[src/rtl/gshare_pred_if.sv]
// Fetch/resolve bundle between the pipeline and the gshare predictor.
// The predictor side takes the slave modport.
interface gshare_pred_if #(
  parameter int IDX_BITS = 8
);
  logic [31:0]         f_pc;
  logic                pred;
  logic [IDX_BITS-1:0] f_idx;
  logic                ready;
  logic                u_valid;
  logic [IDX_BITS-1:0] u_idx;
  logic                u_taken;
  logic                u_pred;
  logic [31:0]         br_cnt;
  logic [31:0]         mispred_cnt;

  modport master (
    output f_pc, u_valid, u_idx, u_taken, u_pred,
    input  pred, f_idx, ready, br_cnt, mispred_cnt
  );

  modport slave (
    input  f_pc, u_valid, u_idx, u_taken, u_pred,
    output pred, f_idx, ready, br_cnt, mispred_cnt
  );
endinterface

[src/rtl/gshare_pred.sv]
// gshare branch predictor: PC^history indexed saturating-counter table.
// Define BP_PERF_CNT_EN to build the branch/mispredict counters.
module gshare_pred #(
  parameter int IDX_BITS = 8,
  parameter int GHR_BITS = 8,
  parameter int CTR_BITS = 2,
  parameter int INIT_CTR = 2**CTR_BITS-1
) (
  input  logic clk,
  input  logic rstn,
  input  logic clr,
  gshare_pred_if.slave bus
);

  localparam int DEPTH = 2**IDX_BITS;
  localparam logic [CTR_BITS-1:0] CMAX = '1;
  localparam logic [CTR_BITS-1:0] CINIT = CTR_BITS'(INIT_CTR);

  typedef enum logic {IDLE, SWEEP} state_t;

  state_t              state_q;
  logic [IDX_BITS-1:0] ptr_q;
  logic [GHR_BITS-1:0] ghr_q;
  logic [GHR_BITS-1:0] ghr_d;
  logic [CTR_BITS-1:0] tbl_q [DEPTH];
  logic [CTR_BITS-1:0] ctr_old;
  logic [CTR_BITS-1:0] ctr_d;
  logic [IDX_BITS-1:0] idx;
  logic                rdy;
  logic                upd;
  logic                unused_bits;

  assign rdy = (state_q == IDLE);
  assign upd = bus.u_valid & rdy & ~clr;
  assign idx = bus.f_pc[IDX_BITS+1:2] ^ IDX_BITS'(ghr_q);

  assign bus.ready = rdy;
  assign bus.f_idx = idx;
  assign bus.pred  = rdy & tbl_q[idx][CTR_BITS-1];

  // Truncating the concatenation drops the oldest history bit.
  assign ghr_d = GHR_BITS'({ghr_q, bus.u_taken});

  assign unused_bits = ^{bus.f_pc[31:IDX_BITS+2], bus.f_pc[1:0], bus.u_pred};

  always_comb begin
    ctr_old = tbl_q[bus.u_idx];
    ctr_d   = ctr_old;
    unique case (1'b1)
      bus.u_taken && (ctr_old != CMAX): ctr_d = ctr_old + 1'b1;
      !bus.u_taken && (ctr_old != '0):  ctr_d = ctr_old - 1'b1;
      default: ;
    endcase
  end

  // Table has no reset; the sweep initialises it.
  always_ff @(posedge clk) begin
    if (state_q == SWEEP) begin
      tbl_q[ptr_q] <= CINIT;
    end else if (upd) begin
      tbl_q[bus.u_idx] <= ctr_d;
    end
  end

  always_ff @(posedge clk or negedge rstn) begin
    if (!rstn) begin
      state_q <= SWEEP;
      ptr_q   <= '0;
      ghr_q   <= '0;
    end else begin
      unique case (state_q)
        IDLE: begin
          if (clr) begin
            state_q <= SWEEP;
            ptr_q   <= '0;
            ghr_q   <= '0;
          end else if (upd) begin
            ghr_q <= ghr_d;
          end
        end
        SWEEP: begin
          if (clr) begin
            ptr_q <= '0;
            ghr_q <= '0;
          end else if (ptr_q == '1) begin
            state_q <= IDLE;
            ptr_q   <= '0;
          end else begin
            ptr_q <= ptr_q + 1'b1;
          end
        end
        default: state_q <= SWEEP;
      endcase
    end
  end

`ifdef BP_PERF_CNT_EN
  logic [31:0] br_q;
  logic [31:0] mis_q;

  always_ff @(posedge clk or negedge rstn) begin
    if (!rstn) begin
      br_q  <= '0;
      mis_q <= '0;
    end else if (upd) begin
      br_q <= br_q + 32'd1;
      if (bus.u_pred != bus.u_taken) begin
        mis_q <= mis_q + 32'd1;
      end
    end
  end

  assign bus.br_cnt      = br_q;
  assign bus.mispred_cnt = mis_q;
`else
  assign bus.br_cnt      = '0;
  assign bus.mispred_cnt = '0;
`endif

endmodule

[src/flat_wrapper.sv]
// flat-port wrapper written by rule: the top's interface ports become plain ports
module gshare_pred_flat 
#(
  parameter int IDX_BITS = 8,
  parameter int GHR_BITS = 8,
  parameter int CTR_BITS = 2,
  parameter int INIT_CTR = 2**CTR_BITS-1
)
  (clk, rstn, clr, bus_f_pc, bus_u_valid, bus_u_idx, bus_u_taken, bus_u_pred, bus_pred, bus_f_idx, bus_ready, bus_br_cnt, bus_mispred_cnt);
  gshare_pred_if #(.IDX_BITS(IDX_BITS)) bus_i ();
  input  logic clk;
  input  logic rstn;
  input  logic clr;
  input wire logic [$bits(bus_i.f_pc)-1:0] bus_f_pc;
  input wire logic [$bits(bus_i.u_valid)-1:0] bus_u_valid;
  input wire logic [$bits(bus_i.u_idx)-1:0] bus_u_idx;
  input wire logic [$bits(bus_i.u_taken)-1:0] bus_u_taken;
  input wire logic [$bits(bus_i.u_pred)-1:0] bus_u_pred;
  output wire logic [$bits(bus_i.pred)-1:0] bus_pred;
  output wire logic [$bits(bus_i.f_idx)-1:0] bus_f_idx;
  output wire logic [$bits(bus_i.ready)-1:0] bus_ready;
  output wire logic [$bits(bus_i.br_cnt)-1:0] bus_br_cnt;
  output wire logic [$bits(bus_i.mispred_cnt)-1:0] bus_mispred_cnt;
  assign bus_i.f_pc = bus_f_pc;
  assign bus_i.u_valid = bus_u_valid;
  assign bus_i.u_idx = bus_u_idx;
  assign bus_i.u_taken = bus_u_taken;
  assign bus_i.u_pred = bus_u_pred;
  assign bus_pred = bus_i.pred;
  assign bus_f_idx = bus_i.f_idx;
  assign bus_ready = bus_i.ready;
  assign bus_br_cnt = bus_i.br_cnt;
  assign bus_mispred_cnt = bus_i.mispred_cnt;
  gshare_pred #(.IDX_BITS(IDX_BITS), .GHR_BITS(GHR_BITS), .CTR_BITS(CTR_BITS), .INIT_CTR(INIT_CTR)) u_core (.clk(clk), .rstn(rstn), .clr(clr), .bus(bus_i));
endmodule
[config.mk]
export PLATFORM = sky130hd
export DESIGN_NAME = gshare_pred_flat
export DESIGN_NICKNAME = d
export VERILOG_FILES = /design/src/rtl/gshare_pred_if.sv /design/src/rtl/gshare_pred.sv /design/src/flat_wrapper.sv
export SDC_FILE = /design/constraint.sdc
export NUM_CORES = 1
export LEC_CHECK = 0
export ABC_AREA = 0
export BUFFER_PORTS_ARGS = -buffer_cell sky130_fd_sc_hd__buf_4
export CAP_MARGIN = 15
export CORE_UTILIZATION = 30
export CTS_CLUSTER_DIAMETER = 80
export DETAILED_ROUTE_END_ITERATION = 16
export SLEW_MARGIN = 10
export SYNTH_ARGS = -nofsm -noshare
export SYNTH_HDL_FRONTEND = slang
export SYNTH_SLANG_ARGS = --single-unit
[constraint.sdc]
create_clock -name clk -period 11.5 [get_ports clk]
set_clock_uncertainty 0.15 [all_clocks]
set_input_delay 1.15 -clock clk [delete_from_list [all_inputs] [get_ports clk]]
set_output_delay 1.15 -clock clk [all_outputs]
set_load 0.05 [all_outputs]
After elaboration in Yosys (flattened, before gate mapping). Memories as Yosys holds them, arrays and structs flattened. Cells that the tools add are included.

Bits in registers: 17. Memory bits (writable): 512. Input port bits: 46. Memories kept: 1.

Memories: u_core.tbl_q (depth 256, bits a word 2, read ports 2, clocked after Yosys merged registers in 0, wr ports 1, line gshare_pred.sv:25) `logic [CTR_BITS-1:0] tbl_q [DEPTH];`.

Add/subtract/negate cells: 3. Equal/unequal tests: 5. Muxes and demuxes: 20. Bitwise gates (word level): 6. Reduce and logical (&&, ||, !) cells: 6.

Operator list (number): 8-bit 2-to-1 mux (6); 8-bit one-hot mux with 2 select lines (2); 1-bit 2-to-1 mux (9); 8-bit by 1-bit adder with 8-bit output, second input constant (1); 8-bit == test, second input constant (1); 8-bit XOR (1); 2-bit inequality test, second input constant (3); 2-bit one-hot mux with 2 select lines (1); 1-bit bitwise AND (3); 3-bit inequality test, second input constant (1); 2-bit by 1-bit adder with 2-bit output, second input constant (1); 1-bit logical AND (2); 2-bit 2-to-1 mux (1); 1-bit inverter (2); 1-bit one-hot mux with 2 select lines (1); 2-bit AND reduction (1); 2-bit nonzero test (1); 2-bit OR reduction (1); 2-bit by 1-bit subtractor with 2-bit output, second input constant (1); 1-bit zero test (1).

Depth between registers and ports, before layout. Gate-level depths: netlist (run 1).

Depth after elaboration: 8. Gate-level depth with buffers: 12. Mapped depth without buffers: 8.

Worst setup path after synthesis (run 1). No wires, ideal clock.

Path type: input to register. From: input port bus_u_idx[0]. To: memory u_core.tbl_q[0][0] (data pin). Arrival: 9337 ps. Required time: 9894 ps. Slack: 557 ps. Stages on the path: 9. Path through: buf_6 -> buf_8 -> buf_6 -> mux4_2 -> mux4_2 -> o22a_1 -> a32oi_2 -> a21oi_1 -> o21ai_1.

Word-level cells in the longest chain between the ends: 5. Elaborated cells on any way between the ends: 9.

Ends and longest elaborated chain: start, declared (line flat_wrapper.sv:16) `input wire logic [$bits(bus_i.u_idx)-1:0] bus_u_idx;`; memory 256 x 2 bit *; parallel branches: the longest is 2 deep, another holds 2-bit by 1-bit subtractor with 2-bit output; 2-bit one-hot mux with 2 select lines * (line gshare_pred.sv:49) `unique case (1'b1)`; 2-bit 2-to-1 mux (no source line) *; end, declared (line gshare_pred.sv:25).

Every way passes the cells marked *.

Worst setup path in the final report (run 1).
From: input port bus_f_pc[2]. To: output port bus_pred.

Word-level cells in the longest chain between the ends: 3.

Ends and longest elaborated chain: start, declared (line flat_wrapper.sv:14) `input wire logic [$bits(bus_i.f_pc)-1:0] bus_f_pc;`; 8-bit XOR (line gshare_pred.sv:35) `assign idx = bus.f_pc[IDX_BITS+1:2] ^ IDX_BITS'(ghr_q);`; memory 256 x 2 bit; 1-bit bitwise AND (line gshare_pred.sv:39) `assign bus.pred = rdy & tbl_q[idx][CTR_BITS-1];`; end, declared (line flat_wrapper.sv:19) `output wire logic [$bits(bus_i.pred)-1:0] bus_pred;`.

Every way passes these cells.

==> impl_metrics.tcl, run 1 <==
set metrics [dict create \
    status "finished, violations left" \
    violations "DRC" \
    number_of_clock_sinks_seen_by_cts 529 \
    finalNetCount 1576 \
    drt_iter0_drc 1463 \
    synthesis.area_sq_um 24600 \
    max_cap_violations 0 \
    yosys_most_used_dff "sky130_fd_sc_hd__edfxtp_1" \
    timing_worst_slew_pin_value_ps 1110 \
    grt_antenna_before_repair 1 \
    vias 14000 \
    synth.area.top_cells "sky130_fd_sc_hd__edfxtp_1 (62%), sky130_fd_sc_hd__mux4_2 (18%), sky130_fd_sc_hd__nor2_1 (4.2%)" \
    core_area_sq_um 80800 \
    placement.setup.worst_slack_ps 4720 \
    cts_resized 0 \
    final.period_utilization 0.566 \
    pwr_dens_nw_per_um2 152 \
    postRouteWirelength_um 65000 \
    clock_tree_from_tritoncts "yes" \
    initial_core_utilization 0.305 \
    chipWidth_um 288 \
    num_antenna_cells 0 \
    io_buffers 30 \
    tns_setup_ps 0 \
    worst_setup_path_end_kind "output port" \
    hold_path_class "input port to asynchronous set/reset pin" \
    cts-root-to-sink-buffers 3 \
    ys_seq_area_frac 0.642 \
    yosysTopAreaCellShare 0.625 \
    synth.yosys.warnings 0 \
    place.detailed.hpwl_um 39200 \
    drive_gt1_frac 0.235 \
    rsz0062_at_grt "false" \
    routed_via_density 5.34 \
    setup_slack_ps 4990 \
    rows 104 \
    synth_area_leader_cell "sky130_fd_sc_hd__edfxtp_1" \
    clkSlewWorstSetupHoldPaths_ps 60 \
    io_pins 120 \
    avgRoutedWirePerCell_um 24.7 \
    first_global_vias 14300 \
    synthesis.instances 1518 \
    htreeDepth 2 \
    grt_first_pass_wirelength_um 95100 \
    critPathRequiredTime_ps 10200 \
    fill_cells 7628 \
    worstSetupPathType "input port to output port" \
    clkLatencyLatePin_ps 610 \
    timing_hold_violations_final 0 \
    die_height_um 288 \
    most_common_cell_in_the_netlist "sky130_fd_sc_hd__edfxtp_1" \
    crit_path_start_kind "input port" \
    final-max-slew-violation-count 0 \
    cts_made_buffers 54 \
    grt-ovfl-total 0 \
    relSlewSlack 0.253 \
    drt-pass1-iter-count 12 \
    timing.critical_path.fanout_max 41 \
    layout_min_cycle_time_ps 6510 \
    synth_seq_cells 529 \
    antenna_left 0 \
    gr-usage-all-layers 0.156 \
    max_freq_ghz 0.154 \
    synth_edf_count 512 \
    yosys-top-cells-count "sky130_fd_sc_hd__edfxtp_1 (512), sky130_fd_sc_hd__nor2_1 (276), sky130_fd_sc_hd__mux4_2 (196)" \
    drc 19 \
    power.ir.vdd_worst_mv 0.102 \
    synthArstFlopShare 0.0321 \
    power.static_leakage_nw 9.39 \
    synth.avg_cell_area_sq_um 16.2 \
    finalSetupViolCount 0 \
    cts_hold_buffers 0 \
    cts_root_buffer "sky130_fd_sc_hd__clkbuf_16" \
    gp_routability_congestion 0.868 \
    critical_path_at_ps 5210 \
    die_area_sq_um 83200 \
    areaGrowthSynthToFinish_pct 11.8 \
    synth.distinct_cells 60 \
    post-cts-setup-buffer-count 0 \
    grt_max_degree 123 \
]
==> cell families (layout without fill, tap and decap cells) <==
group,after synthesis,count (layout),share of synthesized area
AOI/OAI and AO/OA,112,112,0.0321
xor gates and xnor gates,12,12,0.00458
adders and majority gates,2,2,0.000966
buffers and inverters,178,169,0.0443
DFF,529,529,0.642
muxes,255,255,0.204
other,1,64,0.000152
and+or+nand+nor,429,429,0.0719
==> worst paths after layout <==
check,from,to,slack [ps],cells after the start
min in group clk,u_core.ghr_q[7],u_core.ghr_q[7],400,2
max in group asynchronous,rstn,u_core.state_q,10660,1
worst max register to register,u_core.tbl_q[27][0],u_core.tbl_q[163][0],7090,8
worst max-delay path,bus_f_pc[2],bus_pred,4990,11
worst min-delay path,rstn,u_core.ptr_q[0],270,1
worst min register to register,u_core.ghr_q[7],u_core.ghr_q[7],400,2
==> per-layer routing <==
layer  up-vias  global-route usage  wire length, um
met4         2              0.0452             1640
met2       651               0.265            32500
met5         -                   0               12
met3       119              0.0335             5020
met1      7399               0.200            25800
li1       5873                   -                -
==> cells in the final DEF, fill, tap and decap left out, drive strengths merged, types with 5 or more instances in the layout <==
cell	netlist	final
or3	6	6
mux4	196	196
edfxtp	512	512
bufinv	0	8
o31ai	6	6
nor2b	9	9
nand3	18	18
nor2	276	276
nand3b	10	10
xor2	5	5
mux2	9	9
a221oi	8	8
nand2	84	84
xnor2	7	7
buf	116	61
nor3	7	7
inv	8	8
dfrtp	16	16
o22ai	5	5
clkbuf	53	66
clkinv	1	22
mux2i	50	50
conb	1	64
a211oi	5	5
o21ai	15	15
a22oi	24	24
a21oi	23	23
a31oi	5	5
nand2b	7	7
==> stage by stage <==
stage | util | power (mW) | hold slack (ps) | cell area, sq um | instances
5_1_grt | 0.340 | 4.28 | 257 | 27500 | 2632
3_5_place_dp | 0.317 | 2.39 | 398 | 25700 | 2532
6_report | 0.340 | 4.17 | 272 | 27500 | 2632
4_1_cts | 0.340 | 4.20 | 242 | 27500 | 2631
2_1_floorplan | - | 2.33 | 352 | 24800 | 1581
3_3_place_gp | 0.317 | 2.39 | 386 | 25700 | 2532
==> registers in the layout, summed over array words and instances, names as in the netlist <==
name / count
u_core.state_q: 1
u_core.tbl_q: 512
u_core.ghr_q: 8
u_core.ptr_q: 8
==> layout make-up <==
class                   instances  area [sq um]  share of cell area
repair buffers                 61           485              0.0176
multi-input cells             874          8030               0.292
well taps                    1060          1330              0.0482
inverters                       9          33.8             0.00123
clock inverters                33           374              0.0136
flip-flops and latches        529         15800               0.574
clock buffers                  66          1460              0.0531
==> report_power, final <==
part | leakage [nW] | switching [mW] | internal, mW
logic | 2.80 | 0.189 | 0.0806
registers | 5.69 | 0.00193 | 2.08
clock network | 0.900 | 0.739 | 1.08
==> critical path, cell delays in order <==
cell	delay [ps]
sky130_fd_sc_hd__buf_4	110
sky130_fd_sc_hd__xor2_4	130
sky130_fd_sc_hd__buf_4	530
sky130_fd_sc_hd__buf_4	860
sky130_fd_sc_hd__mux4_2	620
sky130_fd_sc_hd__mux4_2	520
sky130_fd_sc_hd__nor3_1	290
sky130_fd_sc_hd__a31oi_1	190
sky130_fd_sc_hd__a22o_1	320
sky130_fd_sc_hd__a31o_1	190
sky130_fd_sc_hd__buf_4	190
(Power assumes the default switching activity.)
==> inputs of run 2 (changes only) <==
Settings changed: ABC_AREA 0 to 1.
Clock period 11.5 ns to 6.79 ns, I/O delays scaled along.
==> run 2 against run 1 <==
  * The run now ends clean
  * Non-clock buffer count increased by 6
  * Register-to-register slack lost 3800 ps
  * Cell count is 48% higher
  * Largest power group unchanged
  * Hold slack worse by 61 ps
  * Via count up 45%
  * Power rose by 72%
  * Critical path type is now flop to output port
  * Largest cell class unchanged
  * Global-route usage grew 2.7 points
==> impl_metrics.tcl, run 2 <==
set metrics [dict create \
    status "finished, final reports clean" \
    min-delay-start "clr" \
    final-max-slew-violation-count 0 \
    die_area_sq_um 87600 \
    die_height_um 296 \
    chipWidth_um 296 \
    mostFrequentLayoutCell "sky130_fd_sc_hd__nand2_1" \
    timing.critical_path.fanout_max 54 \
    max_cap_violations 0 \
    power.static_leakage_nw 10.6 \
    io_pins 120 \
    worstSetupPathType "flop to output port" \
    max_freq_ghz 0.210 \
    fill_cells 8773 \
    grt_first_pass_wirelength_um 120000 \
    total_switching_power_mw 1.76 \
    synth-compound-area-share 0.00733 \
    tns_setup_ps 0 \
    avgRoutedWirePerCell_um 20.8 \
    largest_reg_by_ff_count "u_core.tbl_q" \
    setup.worst_path.start "u_core.ghr_q[0]" \
    worst_r2r_startpoint "u_core.state_q" \
    yosys-top-cells-count "sky130_fd_sc_hd__nand2_1 (835), sky130_fd_sc_hd__nand3_1 (754), sky130_fd_sc_hd__edfxtp_1 (512)" \
    drt_iter0_drc 2236 \
    finalNetCount 2745 \
    ys_seq_area_frac 0.609 \
    antenna_left 0 \
    hold_path_class "input port to flop" \
    timing_worst_slew_pin_value_ps 1160 \
    synthesis.instances 2768 \
    synth_area_leader_cell "sky130_fd_sc_hd__edfxtp_1" \
    synthSimpleGateAreaFrac 0.316 \
    worst_setup_path_end_kind "output port" \
    areaGrowthSynthToFinish_pct 10.5 \
    most-common-layout-cells "sky130_fd_sc_hd__nand2_1 (826), sky130_fd_sc_hd__nand3_1 (753), sky130_fd_sc_hd__edfxtp_1 (512), sky130_fd_sc_hd__nor2_1 (265), sky130_fd_sc_hd__conb_1 (64)" \
    post-cts-setup-buffer-count 0 \
    vias 20300 \
    initial_core_utilization 0.304 \
    drc 0 \
    dominant_combinational_cell_family_by_area_after_synthesis "simple AND/OR/NAND/NOR gates" \
    number_of_clock_sinks_seen_by_cts 529 \
    critical_path_at_ps 3940 \
    layout_min_cycle_time_ps 4760 \
    placed_area_sq_um 26800 \
    most_common_cell_in_the_netlist "sky130_fd_sc_hd__nand2_1" \
    finish.cell_count_without_fillers 3887 \
    muxShareOfSynthArea 0 \
    pwr_dens_nw_per_um2 250 \
    drt-pass1-iter-count 5 \
    crit_path_start_kind "flop" \
    pwr-share-seq 0.493 \
    htreeDepth 2 \
    clkSlewWorstSetupHoldPaths_ps 60 \
    clock_power_share 0.426 \
    core_area_sq_um 85400 \
    clkLatencyLatePin_ps 630 \
    synth.distinct_cells 32 \
    finalSetupViolCount 0 \
    cts_resized 0 \
    place.detailed.hpwl_um 42500 \
    relSlewSlack 0.226 \
    largestRegisters "u_core.tbl_q (512), u_core.ghr_q (8), u_core.ptr_q (8)" \
    netSwitchingFraction 0.245 \
    clock_tree_from_tritoncts "yes" \
    final.period_utilization 0.702 \
    yosysTopAreaCellShare 0.593 \
    postRouteWirelength_um 80900 \
    synth_seq_cells 529 \
    synth.area.top_cells "sky130_fd_sc_hd__edfxtp_1 (59%), sky130_fd_sc_hd__nand3_1 (15%), sky130_fd_sc_hd__nand2_1 (12%)" \
    cts_hold_buffers 1 \
    synth.avg_cell_area_sq_um 9.37 \
    power_report.internal_total_mw 5.40 \
    synth_fa_ha_area_frac 0.000483 \
    gr-usage-all-layers 0.183 \
    utilization 0.335 \
    gp_routability_congestion 0.864 \
    num_antenna_cells 0 \
    cts_made_buffers 56 \
    grt_max_degree 157 \
    cts-root-to-sink-buffers 3 \
    cts_root_buffer "sky130_fd_sc_hd__clkbuf_16" \
    rows 107 \
    first_global_vias 19500 \
    yosys_most_used_dff "sky130_fd_sc_hd__edfxtp_1" \
    synthArstFlopShare 0.0321 \
    critPathRequiredTime_ps 5960 \
    routed_via_density 5.23 \
    grt_antenna_before_repair 1 \
    largest_register_ff_count 512 \
    timing_hold_violations_final 0 \
    synth_xor_area_frac 0.00401 \
    rsz0062_at_grt "false" \
    synth_edf_count 512 \
    place_inst 3783 \
    io_buffers 30 \
    drive_gt1_frac 0.0802 \
    final_cell_area_sq_um 28600 \
    power.ir.vdd_worst_mv 0.185 \
    synth.yosys.warnings 0 \
    comb_power_frac 0.081 \
    synthesis.area_sq_um 25900 \
    grt-ovfl-total 0 \
]
## run 2: area by class of cell
type | instances | area, sq um | area share
inverters | 48 | 195 | 0.00681
well taps | 1144 | 1430 | 0.0500
flip-flops and latches | 529 | 15800 | 0.552
multi-input cells | 1996 | 8810 | 0.308
clock buffers | 63 | 1450 | 0.0506
clock inverters | 40 | 353 | 0.0123
repair buffers | 67 | 599 | 0.0209
## run 2: power groups by stage
stage,sequential [mW],combinational [mW],clock (mW)
final,3.53,0.580,3.05
after global routing,3.53,0.612,3.20
after CTS,3.53,0.572,3.08
after detailed placement,3.60,0.570,0
after global placement,3.60,0.569,0
after floorplan,3.60,0.408,0
## run 2: through the flow
step,setup WS [ps],hold slack [ps],power [mW]
CTS,2100,187,7.18
finish,2030,211,7.16
detailed placement,1990,393,4.17
floorplan,85.3,233,4.01
global placement,2020,385,4.17
global route,1870,233,7.34
## run 2: final timing paths
path	end	slack, ps	cells after the start
min in group asynchronous	u_core.ghr_q[7]	340	2
max reg2reg	u_core.tbl_q[129][0]	3270	10
min	u_core.state_q	210	3
max	bus_pred	2030	16
max in group asynchronous	u_core.state_q	5880	2
min reg2reg	u_core.ptr_q[6]	390	2
## run 2: kinds of logic after synthesis
logic type	after synthesis
flops	529
compound gates	28
fa+ha+maj	1
simple gates	1892
buf+inv	306
other cells	1
xor+xnor	11
## run 2: routing by layer
metal,part of all wire,global-route usage,up-vias
met4,0.046,0.0851,2
li1,-,-,9245
met1,0.40,0.239,9760
met2,0.46,0.298,1080
met5,0.00016,0,-
met3,0.089,0.0282,234
## run 2: worst max-delay path: stages (launching register included)
cell and delay (ps):
sky130_fd_sc_hd__dfrtp_1 340, sky130_fd_sc_hd__inv_1 70, sky130_fd_sc_hd__nand2_1 100, sky130_fd_sc_hd__nand2_4 80
sky130_fd_sc_hd__inv_4 560, sky130_fd_sc_hd__buf_4 480, sky130_fd_sc_hd__nand2_1 90, sky130_fd_sc_hd__nand3_1 80
sky130_fd_sc_hd__nand3_1 100, sky130_fd_sc_hd__nand3_1 160, sky130_fd_sc_hd__nand3_1 130, sky130_fd_sc_hd__nand3_1 160
sky130_fd_sc_hd__nand3_1 80, sky130_fd_sc_hd__nand3_1 100, sky130_fd_sc_hd__nand2_1 80, sky130_fd_sc_hd__nor2_1 400
sky130_fd_sc_hd__buf_4 290
==> inputs of run 3 (changes only) <==
Clock period 6.79 ns to 4.1 ns, I/O delays scaled along.
==> run 3 against run 2 <==
  * Combinational power grew 76%
  * First-iteration DRC count rose by 16%
  * Power up 60%
  * Hold slack worse by 170 ps
  * Cell count increased by 0.87%
  * Global-route usage barely moved
  * Via count grew 1.0%
  * Core utilization rose by 0.47 points
  * Final area is 1.4% higher
  * Clock power is 51% higher
  * Sequential power up 66%
  * Count of clock-buffer cells in the layout grew 13
  * Critical endpoint unchanged
  * Highest routed layer unchanged
==> impl_metrics.tcl, run 3 (synthesis results as in run 2) <==
set metrics [dict create \
    crit_path_start_kind "flop" \
    grt-ovfl-total 0 \
    final.period_utilization 0.980 \
    post-cts-setup-buffer-count 0 \
    power.static_leakage_nw 10.7 \
    rsz0062_at_grt "false" \
    relSlewSlack 0.388 \
    grt_max_degree 115 \
    postRouteWirelength_um 81200 \
    io_pins 120 \
    tns_setup_ps 0 \
    pwr_dens_nw_per_um2 395 \
    grt_antenna_before_repair 1 \
    status "finished, final reports clean" \
    cts_root_buffer "sky130_fd_sc_hd__clkbuf_16" \
    first_global_vias 19200 \
    die_height_um 296 \
    pwr-share-seq 0.509 \
    power_report.internal_total_mw 8.60 \
    final_cell_area_sq_um 29000 \
    die_area_sq_um 87600 \
    largest_reg_by_ff_count "u_core.tbl_q" \
    regArea_sq_um 15800 \
    initial_core_utilization 0.304 \
    avgRoutedWirePerCell_um 20.7 \
    max_cap_violations 0 \
    critical_path_at_ps 3460 \
    power.ir.vdd_worst_mv 0.299 \
    worst_path_dominant_cell_family "simple AND/OR/NAND/NOR gates" \
    number_of_clock_sinks_seen_by_cts 529 \
    antenna_left 0 \
    clkSlewWorstSetupHoldPaths_ps 60 \
    grt_first_pass_wirelength_um 120000 \
    largestRegisters "u_core.tbl_q (512), u_core.ghr_q (8), u_core.ptr_q (8)" \
    areaGrowthSynthToFinish_pct 12.0 \
    htreeDepth 2 \
    finalSetupViolCount 0 \
    vias 20500 \
    drive_gt1_frac 0.0828 \
    crit_slowest_cell "sky130_fd_sc_hd__buf_4" \
    place.detailed.hpwl_um 46400 \
    netSwitchingFraction 0.252 \
    core_area_sq_um 85400 \
    critical_path.cell_chain "xnor2_2, buf_4, nand3_1, nand3_1, nand3_1, nand3_1, nand3_1, nand3_1, nand2_1, nor2_1, buf_4" \
    timing_hold_violations_final 0 \
    critical_path.n_buffers_inverters 2 \
    max_freq_ghz 0.249 \
    gp_routability_congestion 0.878 \
    worst_setup_path_end_kind "output port" \
    cell_with_the_most_instances_on_the_worst_path "sky130_fd_sc_hd__nand3_1" \
    comb_power_frac 0.089 \
    timing_worst_slew_pin_value_ps 918 \
    io_buffers 30 \
    utilization 0.340 \
    hold_path_class "input port to asynchronous set/reset pin" \
    critPathRequiredTime_ps 3540 \
    totalPowerFinal_mw 11.5 \
    drt-pass1-iter-count 6 \
    multiInputGateArea_sq_um 8800 \
    clock_tree_from_tritoncts "yes" \
    crit_path_max_incr_delay_ps 630 \
    fill_cells 8751 \
    finalNetCount 2783 \
    chipWidth_um 296 \
    worstSetupPathType "flop to output port" \
    clock_power_share 0.402 \
    final-max-slew-violation-count 0 \
    gr-usage-all-layers 0.183 \
    clkLatencyLatePin_ps 640 \
    timing.critical_path.fanout_max 32 \
    cts-root-to-sink-buffers 3 \
    num_antenna_cells 0 \
    rows 107 \
    cts_made_buffers 56 \
    total_switching_power_mw 2.89 \
    layout_min_cycle_time_ps 4020 \
    mostFrequentLayoutCell "sky130_fd_sc_hd__nand2_1" \
    most-common-layout-cells "sky130_fd_sc_hd__nand2_1 (833), sky130_fd_sc_hd__nand3_1 (753), sky130_fd_sc_hd__edfxtp_1 (512), sky130_fd_sc_hd__nor2_1 (265), sky130_fd_sc_hd__buf_4 (68)" \
    drc 0 \
    largest_register_ff_count 512 \
    routed_via_density 5.23 \
    placed_area_sq_um 27400 \
    drt_iter0_drc 2598 \
]
[run 3: changes by cell type in the layout (fill, tap and decap cells not counted), sizes merged]
| cell | previous run | this run |
|---|---|---|
| clkbuf | 64 | 77 |
| clkinv | 32 | 24 |
| bufinv | 6 | 0 |
| buf | 65 | 100 |
| clkinvlp | 4 | 1 |
| dlygate4sd3 | 1 | 4 |
[run 3: path summary, 6_finish.rpt]
kind,start,to,slack (ps),cells past startpoint
worst min register to register,u_core.state_q,u_core.ptr_q[6],400,2
min in group clk,u_core.state_q,u_core.ptr_q[6],400,2
worst max register to register,u_core.state_q,u_core.tbl_q[42][0],830,11
worst max-delay path,u_core.ghr_q[2],bus_pred,80,11
max in group asynchronous,rstn,u_core.state_q,3500,2
worst min-delay path,rstn,u_core.ptr_q[6],40,2
[run 3: layout make-up]
class | instances | area share
inverters | 48 | 0.00672
well taps | 1144 | 0.0493
clock buffers | 76 | 0.0508
flip-flops and latches | 529 | 0.544
multi-input cells | 1996 | 0.303
clock inverters | 23 | 0.00457
repair buffers | 105 | 0.0415
[run 3: worst reg2reg max path: cells and delay by family, from the launching register on]
family / cells / cell delay (ps)
AOI/OAI and AO/OA: 1 / 180
buffers and inverters: 4 / 900
DFF: 1 / 540
and+or+nand+nor: 6 / 1210
[run 3: stage by stage]
| step | cells | setup WS (ps) | hold slack [ps] |
|---|---|---|---|
| global placement | 3818 | 457 | 139 |
| CTS | 3921 | 151 | 24.1 |
| floorplan | 2831 | 507 | -35.6 |
| detailed placement | 3818 | 453 | 142 |
| finish | 3921 | 82.8 | 42.7 |
| global route | 3921 | 7.07 | 64.8 |
[run 3: power by group through the flow]
stage          combinational (mW)  clock, mW  sequential (mW)
3_5_place_dp                0.996          0             5.96
5_1_grt                      1.07       4.90             5.84
3_3_place_gp                0.997          0             5.96
4_1_cts                      1.00       4.68             5.85
6_report                     1.02       4.62             5.85
2_1_floorplan               0.677          0             5.96
[run 3: metal layers]
layer / track usage / wire length, um
met1: 0.242 / 32900
met2: 0.292 / 37500
met3: 0.0331 / 7470
met4: 0.0839 / 3400
met5: 0 / 13
[run 3: what timing repair did]
action                     4_1_cts  5_1_grt
setup endpoints to repair        0        0
hold buffers                     4        0
gates resized for setup          0        0
hold endpoints to repair        23        0
